--- config.mk ---
export PLATFORM = sky130hd
export DESIGN_NAME = fpu_queue_dispatcher
export DESIGN_NICKNAME = d
export VERILOG_FILES = /design/src/rtl/fpu_dispatch_pkg.sv /design/src/rtl/fpu_dispatch_watchdog.sv /design/src/rtl/fpu_queue_dispatcher.sv
export SDC_FILE = /design/constraint.sdc
export NUM_CORES = 1
export LEC_CHECK = 0
export BUFFER_PORTS_ARGS = -buffer_cell sky130_fd_sc_hd__buf_2
export CORE_UTILIZATION = 43
export DETAILED_ROUTE_END_ITERATION = 10
export HOLD_SLACK_MARGIN = 0.12
export PLACE_DENSITY = 0.76
export REMOVE_ABC_BUFFERS = 1
export SLEW_MARGIN = 20
export SYNTH_ARGS = -nofsm -noshare
export SYNTH_HDL_FRONTEND = slang
export SYNTH_HIERARCHICAL = 1
export SYNTH_SLANG_ARGS = --single-unit
--- constraint.sdc ---
create_clock -name clk -period 2.64 [get_ports clk]
set_input_delay 0.792 -clock clk [delete_from_list [all_inputs] [get_ports clk]]
set_output_delay 0.792 -clock clk [all_outputs]
set_load 0.02 [all_outputs]
--- src/rtl/fpu_dispatch_pkg.sv ---
// Shared definitions for the FPU queue dispatcher.
//   - dispatch_state_e : dispatcher FSM states
//   - EXC_*            : exception_code encodings
//   - DEFAULT_OPC_*    : default internal opcodes of the serializing instructions
//   - issue_entry_t    : one queue entry as held in the issue register
//   - is_serializing() : true for opcodes that must drain the queue after retire
package fpu_dispatch_pkg;

    typedef enum logic [2:0] {
        IDLE  = 3'd0,
        ISSUE = 3'd1,
        WAIT  = 3'd2,
        FLUSH = 3'd3,
        HALT  = 3'd4
    } dispatch_state_e;

    localparam logic [1:0] EXC_NONE    = 2'b00;
    localparam logic [1:0] EXC_ERROR   = 2'b01;
    localparam logic [1:0] EXC_TIMEOUT = 2'b10;

    localparam logic [7:0] DEFAULT_OPC_FINIT = 8'hE3;
    localparam logic [7:0] DEFAULT_OPC_FLDCW = 8'hD9;

    typedef struct packed {
        logic [7:0]  instruction;
        logic [2:0]  stack_index;
        logic        has_memory_op;
        logic [1:0]  operand_size;
        logic        is_integer;
        logic        is_bcd;
        logic [79:0] data;
    } issue_entry_t;

    // FINIT and FLDCW change control state, so younger entries fetched
    // under the old state must be discarded once they retire.
    function automatic logic is_serializing(input logic [7:0] opc,
                                            input logic [7:0] opc_finit,
                                            input logic [7:0] opc_fldcw);
        return (opc == opc_finit) || (opc == opc_fldcw);
    endfunction

endpackage

--- src/rtl/fpu_dispatch_watchdog.sv ---
// Watchdog counter for an in-flight NEU instruction.
//   clk, reset  : clock, synchronous active-high reset
//   clear_i     : force the count to 0 (has priority over enable_i)
//   enable_i    : advance the count by one this cycle
//   terminal_o  : count has reached TIMEOUT_CYCLES-1
// TIMEOUT_CYCLES must lie in 1..65535 so the terminal value fits in 16 bits.
module fpu_dispatch_watchdog #(
    parameter int unsigned TIMEOUT_CYCLES = 1023
) (
    input  logic clk,
    input  logic reset,
    input  logic clear_i,
    input  logic enable_i,
    output logic terminal_o
);

    localparam logic [15:0] TERMINAL = 16'(TIMEOUT_CYCLES - 1);

    logic [15:0] count_q;
    logic [15:0] count_d;

    always_comb begin
        count_d = count_q;
        if (clear_i) begin
            count_d = '0;
        end else if (enable_i) begin
            count_d = count_q + 16'd1;
        end
    end

    // NOTE: sequential state uses non-blocking assignments so every flop
    // samples the pre-edge values, independent of block ordering.
    always_ff @(posedge clk) begin
        if (reset) begin
            count_q <= '0;
        end else begin
            count_q <= count_d;
        end
    end

    assign terminal_o = (count_q == TERMINAL);

endmodule

--- src/rtl/fpu_queue_dispatcher.sv ---
// Drains the FPU instruction queue one entry at a time into the NEU core.
//   Queue side : queue_empty, q_* head fields in; dequeue, flush_queue out
//   NEU side   : exec_start and held exec_* fields out; exec_done, exec_error in
//   Control    : dispatch_enable gates new pops; exception_clear releases HALT
//   Status     : busy, exception_pending, exception_code, retired_count
// A popped entry is captured in the issue register and stays stable until the
// next pop. FINIT/FLDCW retire through FLUSH; faults and watchdog timeouts
// flush the queue and park in HALT until software clears them.
module fpu_queue_dispatcher
    import fpu_dispatch_pkg::*;
#(
    parameter logic [7:0]  OPC_FINIT      = DEFAULT_OPC_FINIT,
    parameter logic [7:0]  OPC_FLDCW      = DEFAULT_OPC_FLDCW,
    parameter int unsigned TIMEOUT_CYCLES = 1023
) (
    input  logic        clk,
    input  logic        reset,
    input  logic        dispatch_enable,
    input  logic        queue_empty,
    input  logic [7:0]  q_instruction,
    input  logic [2:0]  q_stack_index,
    input  logic        q_has_memory_op,
    input  logic [1:0]  q_operand_size,
    input  logic        q_is_integer,
    input  logic        q_is_bcd,
    input  logic [79:0] q_data,
    output logic        dequeue,
    output logic        flush_queue,
    output logic        exec_start,
    output logic [7:0]  exec_instruction,
    output logic [2:0]  exec_stack_index,
    output logic        exec_has_memory_op,
    output logic [1:0]  exec_operand_size,
    output logic        exec_is_integer,
    output logic        exec_is_bcd,
    output logic [79:0] exec_data,
    input  logic        exec_done,
    input  logic        exec_error,
    output logic        busy,
    output logic        exception_pending,
    output logic [1:0]  exception_code,
    input  logic        exception_clear,
    output logic [15:0] retired_count
);

    dispatch_state_e state_q, state_d;
    issue_entry_t    issue_q, issue_d;
    logic [1:0]      exc_code_q, exc_code_d;
    logic [15:0]     retired_q, retired_d;

    logic pop;
    logic wd_clear;
    logic wd_enable;
    logic wd_terminal;

    fpu_dispatch_watchdog #(
        .TIMEOUT_CYCLES (TIMEOUT_CYCLES)
    ) u_watchdog (
        .clk        (clk),
        .reset      (reset),
        .clear_i    (wd_clear),
        .enable_i   (wd_enable),
        .terminal_o (wd_terminal)
    );

    always_comb begin
        // NOTE: every variable gets a default before the case so no path
        // leaves one unassigned, which would infer a latch.
        state_d     = state_q;
        issue_d     = issue_q;
        exc_code_d  = exc_code_q;
        retired_d   = retired_q;
        pop         = 1'b0;
        flush_queue = 1'b0;
        exec_start  = 1'b0;
        wd_clear    = 1'b0;
        wd_enable   = 1'b0;

        unique case (state_q)
            IDLE: begin
                pop = !queue_empty && dispatch_enable;
                if (pop) begin
                    issue_d.instruction   = q_instruction;
                    issue_d.stack_index   = q_stack_index;
                    issue_d.has_memory_op = q_has_memory_op;
                    issue_d.operand_size  = q_operand_size;
                    issue_d.is_integer    = q_is_integer;
                    issue_d.is_bcd        = q_is_bcd;
                    issue_d.data          = q_data;
                    state_d               = ISSUE;
                end
            end
            ISSUE: begin
                // exec_done is deliberately ignored here: the core has not
                // seen the start pulse yet.
                exec_start = 1'b1;
                wd_clear   = 1'b1;
                state_d    = WAIT;
            end
            WAIT: begin
                wd_enable = 1'b1;
                // A completion arriving on the terminal cycle still wins.
                if (exec_done) begin
                    if (exec_error) begin
                        flush_queue = 1'b1;
                        exc_code_d  = EXC_ERROR;
                        state_d     = HALT;
                    end else begin
                        retired_d = retired_q + 16'd1;
                        state_d   = is_serializing(issue_q.instruction, OPC_FINIT, OPC_FLDCW)
                                    ? FLUSH : IDLE;
                    end
                end else if (wd_terminal) begin
                    flush_queue = 1'b1;
                    exc_code_d  = EXC_TIMEOUT;
                    state_d     = HALT;
                end
            end
            FLUSH: begin
                flush_queue = 1'b1;
                state_d     = IDLE;
            end
            HALT: begin
                if (exception_clear) begin
                    exc_code_d = EXC_NONE;
                    state_d    = IDLE;
                end
            end
            default: begin
                state_d = IDLE;
            end
        endcase
    end

    always_ff @(posedge clk) begin
        if (reset) begin
            state_q    <= IDLE;
            issue_q    <= '0;
            exc_code_q <= EXC_NONE;
            retired_q  <= '0;
        end else begin
            state_q    <= state_d;
            issue_q    <= issue_d;
            exc_code_q <= exc_code_d;
            retired_q  <= retired_d;
        end
    end

    assign dequeue            = pop;
    assign busy               = (state_q != IDLE);
    assign exception_pending  = (state_q == HALT);
    assign exception_code     = exc_code_q;
    assign retired_count      = retired_q;

    assign exec_instruction   = issue_q.instruction;
    assign exec_stack_index   = issue_q.stack_index;
    assign exec_has_memory_op = issue_q.has_memory_op;
    assign exec_operand_size  = issue_q.operand_size;
    assign exec_is_integer    = issue_q.is_integer;
    assign exec_is_bcd        = issue_q.is_bcd;
    assign exec_data          = issue_q.data;

endmodule

==> reports/qor.csv <==
stage;metric;value;unit
power;powerDensity;710;nW/um^2
floorplan;core_area;11600;sq um
route;drt-initial-drc-count;338;
floorplan;dieArea;12500;sq um
synth;syn_area_per_cell;8.17;sq um
synth;synth_flop_cell;dfxtp_1;
synth;synth.top_cell.area_share;51.5;%
synth;synthArstFlopShare;0;%
clock_network;cts_tree;yes;
global_routing;grt_util_all_layers;22.1;%
clock_network;cts-htree-levels;4;
cells_and_area;final_area;7080;sq um
clock_network;clkSinkCount;133;
synth;synth_cell_type_count;47;
critical_path;path_cells;or4_4, nor4_4, mux2_4, nor2_2, nor2_1, buf_4;
critical_path;critical_path_class;reg -> out;
timing;setup_viol_count_final;1;
timing;maxSlewHeadroom;33.5;%
synth;synth_area_leaders;dfxtp_1, nand2_1, a21oi_1, clkbuf_1, xnor2_1;
timing;rsz0062_at_grt;true;
route;post_drt_via_cell_ratio;4.97;
critical_path;cp.arrival;1920;ps
cells_and_area;drive_above_1_share;33.7;%
run_status;outcome;finished, violations left;
floorplan;die-height;112;um
global_routing;grt_max_degree;97;
clock_network;clkTransAtPathRegs;50;ps
floorplan;die_width;112;um
power;vdd_ir_drop_max;0.000503;V
global_routing;grt_pass1_wl;22.0;mm
cells_and_area;layoutNonFillerInstCount;1001;
clock_network;clockBufferDepth;2;
global_routing;grt_pass1_vias;4671;
route;drtPass1Iterations;7;
route;routedWlPerCell;13.6;um
critical_path;crit_path_end_kind;primary output;
route;drc;8;
route;wirelength;13.6;mm
placed_design;gp_congestion;0.808;
hold_path;hold_class;reg -> reg;
route;vias;4970;
route;postRouteAntennaNets;0;
clock_network;cts_buffers;17;
critical_path;worst_setup_path_start_kind;flop;
clock_network;insertion_delay;410;ps
cells_and_area;final_core_utilization;61.2;%
floorplan;rows;39;
synth;yosysWarnings;6;
floorplan;io_pins;222;
global_routing;overflow;0;
critical_path;max_stage_delay;520;ps
global_routing;antenna_found_initial;0;
cells_and_area;syn2layout_area_growth;36.9;%
synth;ys_ff_latch;133;
synth;netlist_instances;633;
timing;finalWorstSetupSlack;-75.5;ps
critical_path;crit_buf_inv;1;
placed_design;dp_hpwl;9.25;mm
critical_path;critical_path_required;1850;ps
clock_network;cts-root-buf;clkbuf_16;
power;total_leakage_power;0.00314;uW
timing;skew;6.06;ps
cells_and_area;antennaDiodeCount;0;
synth;synth-edff-count;0;
placed_design;portBuffers;221;
timing;tightest_slew;997;ps
flow_run;drv_cap;0;
timing;slew_violations;0;
synth;yosysSeqAreaShare;51.5;%
timing;finalCriticalPeriod;2720;ps
critical_path;cp_max_fo;4;
critical_path;cpMaxStageDelayCell;or4_4;
timing;fin_crit_sh;103;%
synth;syn_area;5170;sq um
cells_and_area;final_nets;951;
run_status;violations;design-rule violations, negative setup slack;
placed_design;placed_area;6410;sq um
timing;max_clock_freq;0.368;GHz
synth;synth_top_area_cell;dfxtp_1;
timing;hold_viol;0;
floorplan;start_util;44.7;%
placed_design;placed_cells;967;
critical_path;critPathTopFamily;simple AND/OR/NAND/NOR gates;
[sequential cells by signal, indices dropped and copies added, names as in the netlist, 2 cells and up]
name	count
exec_data	80
retired_count	16
u_watchdog/count_q	16
exec_instruction	8
exec_stack_index	3
state_q	3
exception_code	2
exec_operand_size	2
[timing repair]
item | CTS | global route
hold endpoints to repair | 0 | 0
pin swaps | 0 | 1
endpoints found under the setup margin | 1 | 2
resized for setup | 7 | 4
hold buffers | 0 | 0
setup buffers | 0 | 2
[placed cells by master, fill, tap and decap left out, drive strengths merged, types with 2 or more instances in the layout]
cell type  synthesis  final
nand2b             2      2
nand2            201    201
a21oi            110    110
or3                5      5
buf                8    235
nor2b              2      2
xor2               6      6
mux2               2      2
dfxtp            133    133
nand4             11     11
clkinvlp           0      2
bufinv             0      3
nor3b              2      2
nand3              9      9
and4b              2      2
or4b               3      3
or4                5      5
nand4b             2      2
clkinv             0      2
clkbuf            35     26
nor4bb             3      3
inv                8      8
nor2              29     29
nor4               9      9
o21ai              7      7
nor3               7      7
xnor2             15     15
ha                 3      3
o31ai              2      2
[stage by stage]
| step | hold slack, ps | total power [uW] | TNS (ps) | setup WS (ps) |
|---|---|---|---|---|
| finish | 448 | 5030 | -75.5 | -75.5 |
| global route | 463 | 5210 | -199 | -199 |
| CTS | 451 | 5070 | -99.0 | -99.0 |
| detailed placement | 443 | 2650 | 0 | 47.6 |
| global placement | 438 | 2640 | 0 | 33.3 |
| floorplan | 470 | 2400 | -161350 | -2130 |
[final cells by class]
cell class / instances / area, sq um
clock buffer: 25 / 495
clock inverter: 7 / 119
fill: 1063 / 4480
inverter: 8 / 30.0
multi-input combinational: 449 / 2340
sequential: 133 / 2670
tap: 143 / 179
timing repair buffer: 236 / 1250
[final timing paths]
| kind | from | to | slack [ps] | depth (start not counted) |
|---|---|---|---|---|
| setup / recovery | u_watchdog/count_q[12] | flush_queue | -80 | 6 |
| hold / removal | exec_data[63] | exec_data[63] | 450 | 2 |
| setup reg to reg | u_watchdog/count_q[12] | exception_code[0] | 450 | 6 |
| hold reg to reg | exec_data[63] | exec_data[63] | 450 | 2 |
[synthesized netlist by cell type, types with 2 or more instances]
library cell	count
nand4_4	2
nand2b_1	2
nor3_1	7
nand3_2	2
o21ai_0	7
nand4_1	9
o31ai_1	2
xnor2_1	15
clkbuf_1	35
a21oi_1	110
nor2b_1	2
buf_2	6
xor2_1	6
dfxtp_1	133
nor4_2	4
or4_1	5
ha_1	3
nand2_1	201
or4b_2	2
nor4bb_1	3
inv_1	7
nor4_1	5
or3_1	5
nand3_1	7
buf_4	2
nor2_1	29
and4b_1	2
[kinds of logic (layout without fill, tap and decap cells)]
group	after synthesis	after routing	share of synthesized area, %
AOI/OAI and AO/OA	124	124	12.4
xor gates and xnor gates	21	21	3.56
adders and majority gates	3	3	0.726
buffers and inverters	51	276	3.99
DFF	133	133	51.5
muxes	3	3	0.629
and+or+nand+nor	298	298	27.2
[metal layers]
| metal | track usage (%) | up-vias | routed length (um) |
|---|---|---|---|
| li1 | - | 2534 | - |
| met1 | 25.9 | 2255 | 5780 |
| met2 | 35.4 | 158 | 6300 |
| met3 | 9.96 | 23 | 1240 |
| met4 | 8.29 | 0 | 289 |
| met5 | 0 | - | 0 |
[worst register-to-register path: stages (launching register included)]
cell and delay, ps:
dfxtp_2 340, or4_4 520, nor4_4 190, mux2_4 220, nand2_1 60, or4b_2 630
a21oi_1 150
[power breakdown]
part           internal, uW  leakage (uW)  switching [uW]
combinational           178       0.00176             303
clock                  1590      0.000294             838
sequential             2080       0.00108            39.7
total                  3850       0.00314            1180
Note: power is estimated with default switching activity, not from simulation.
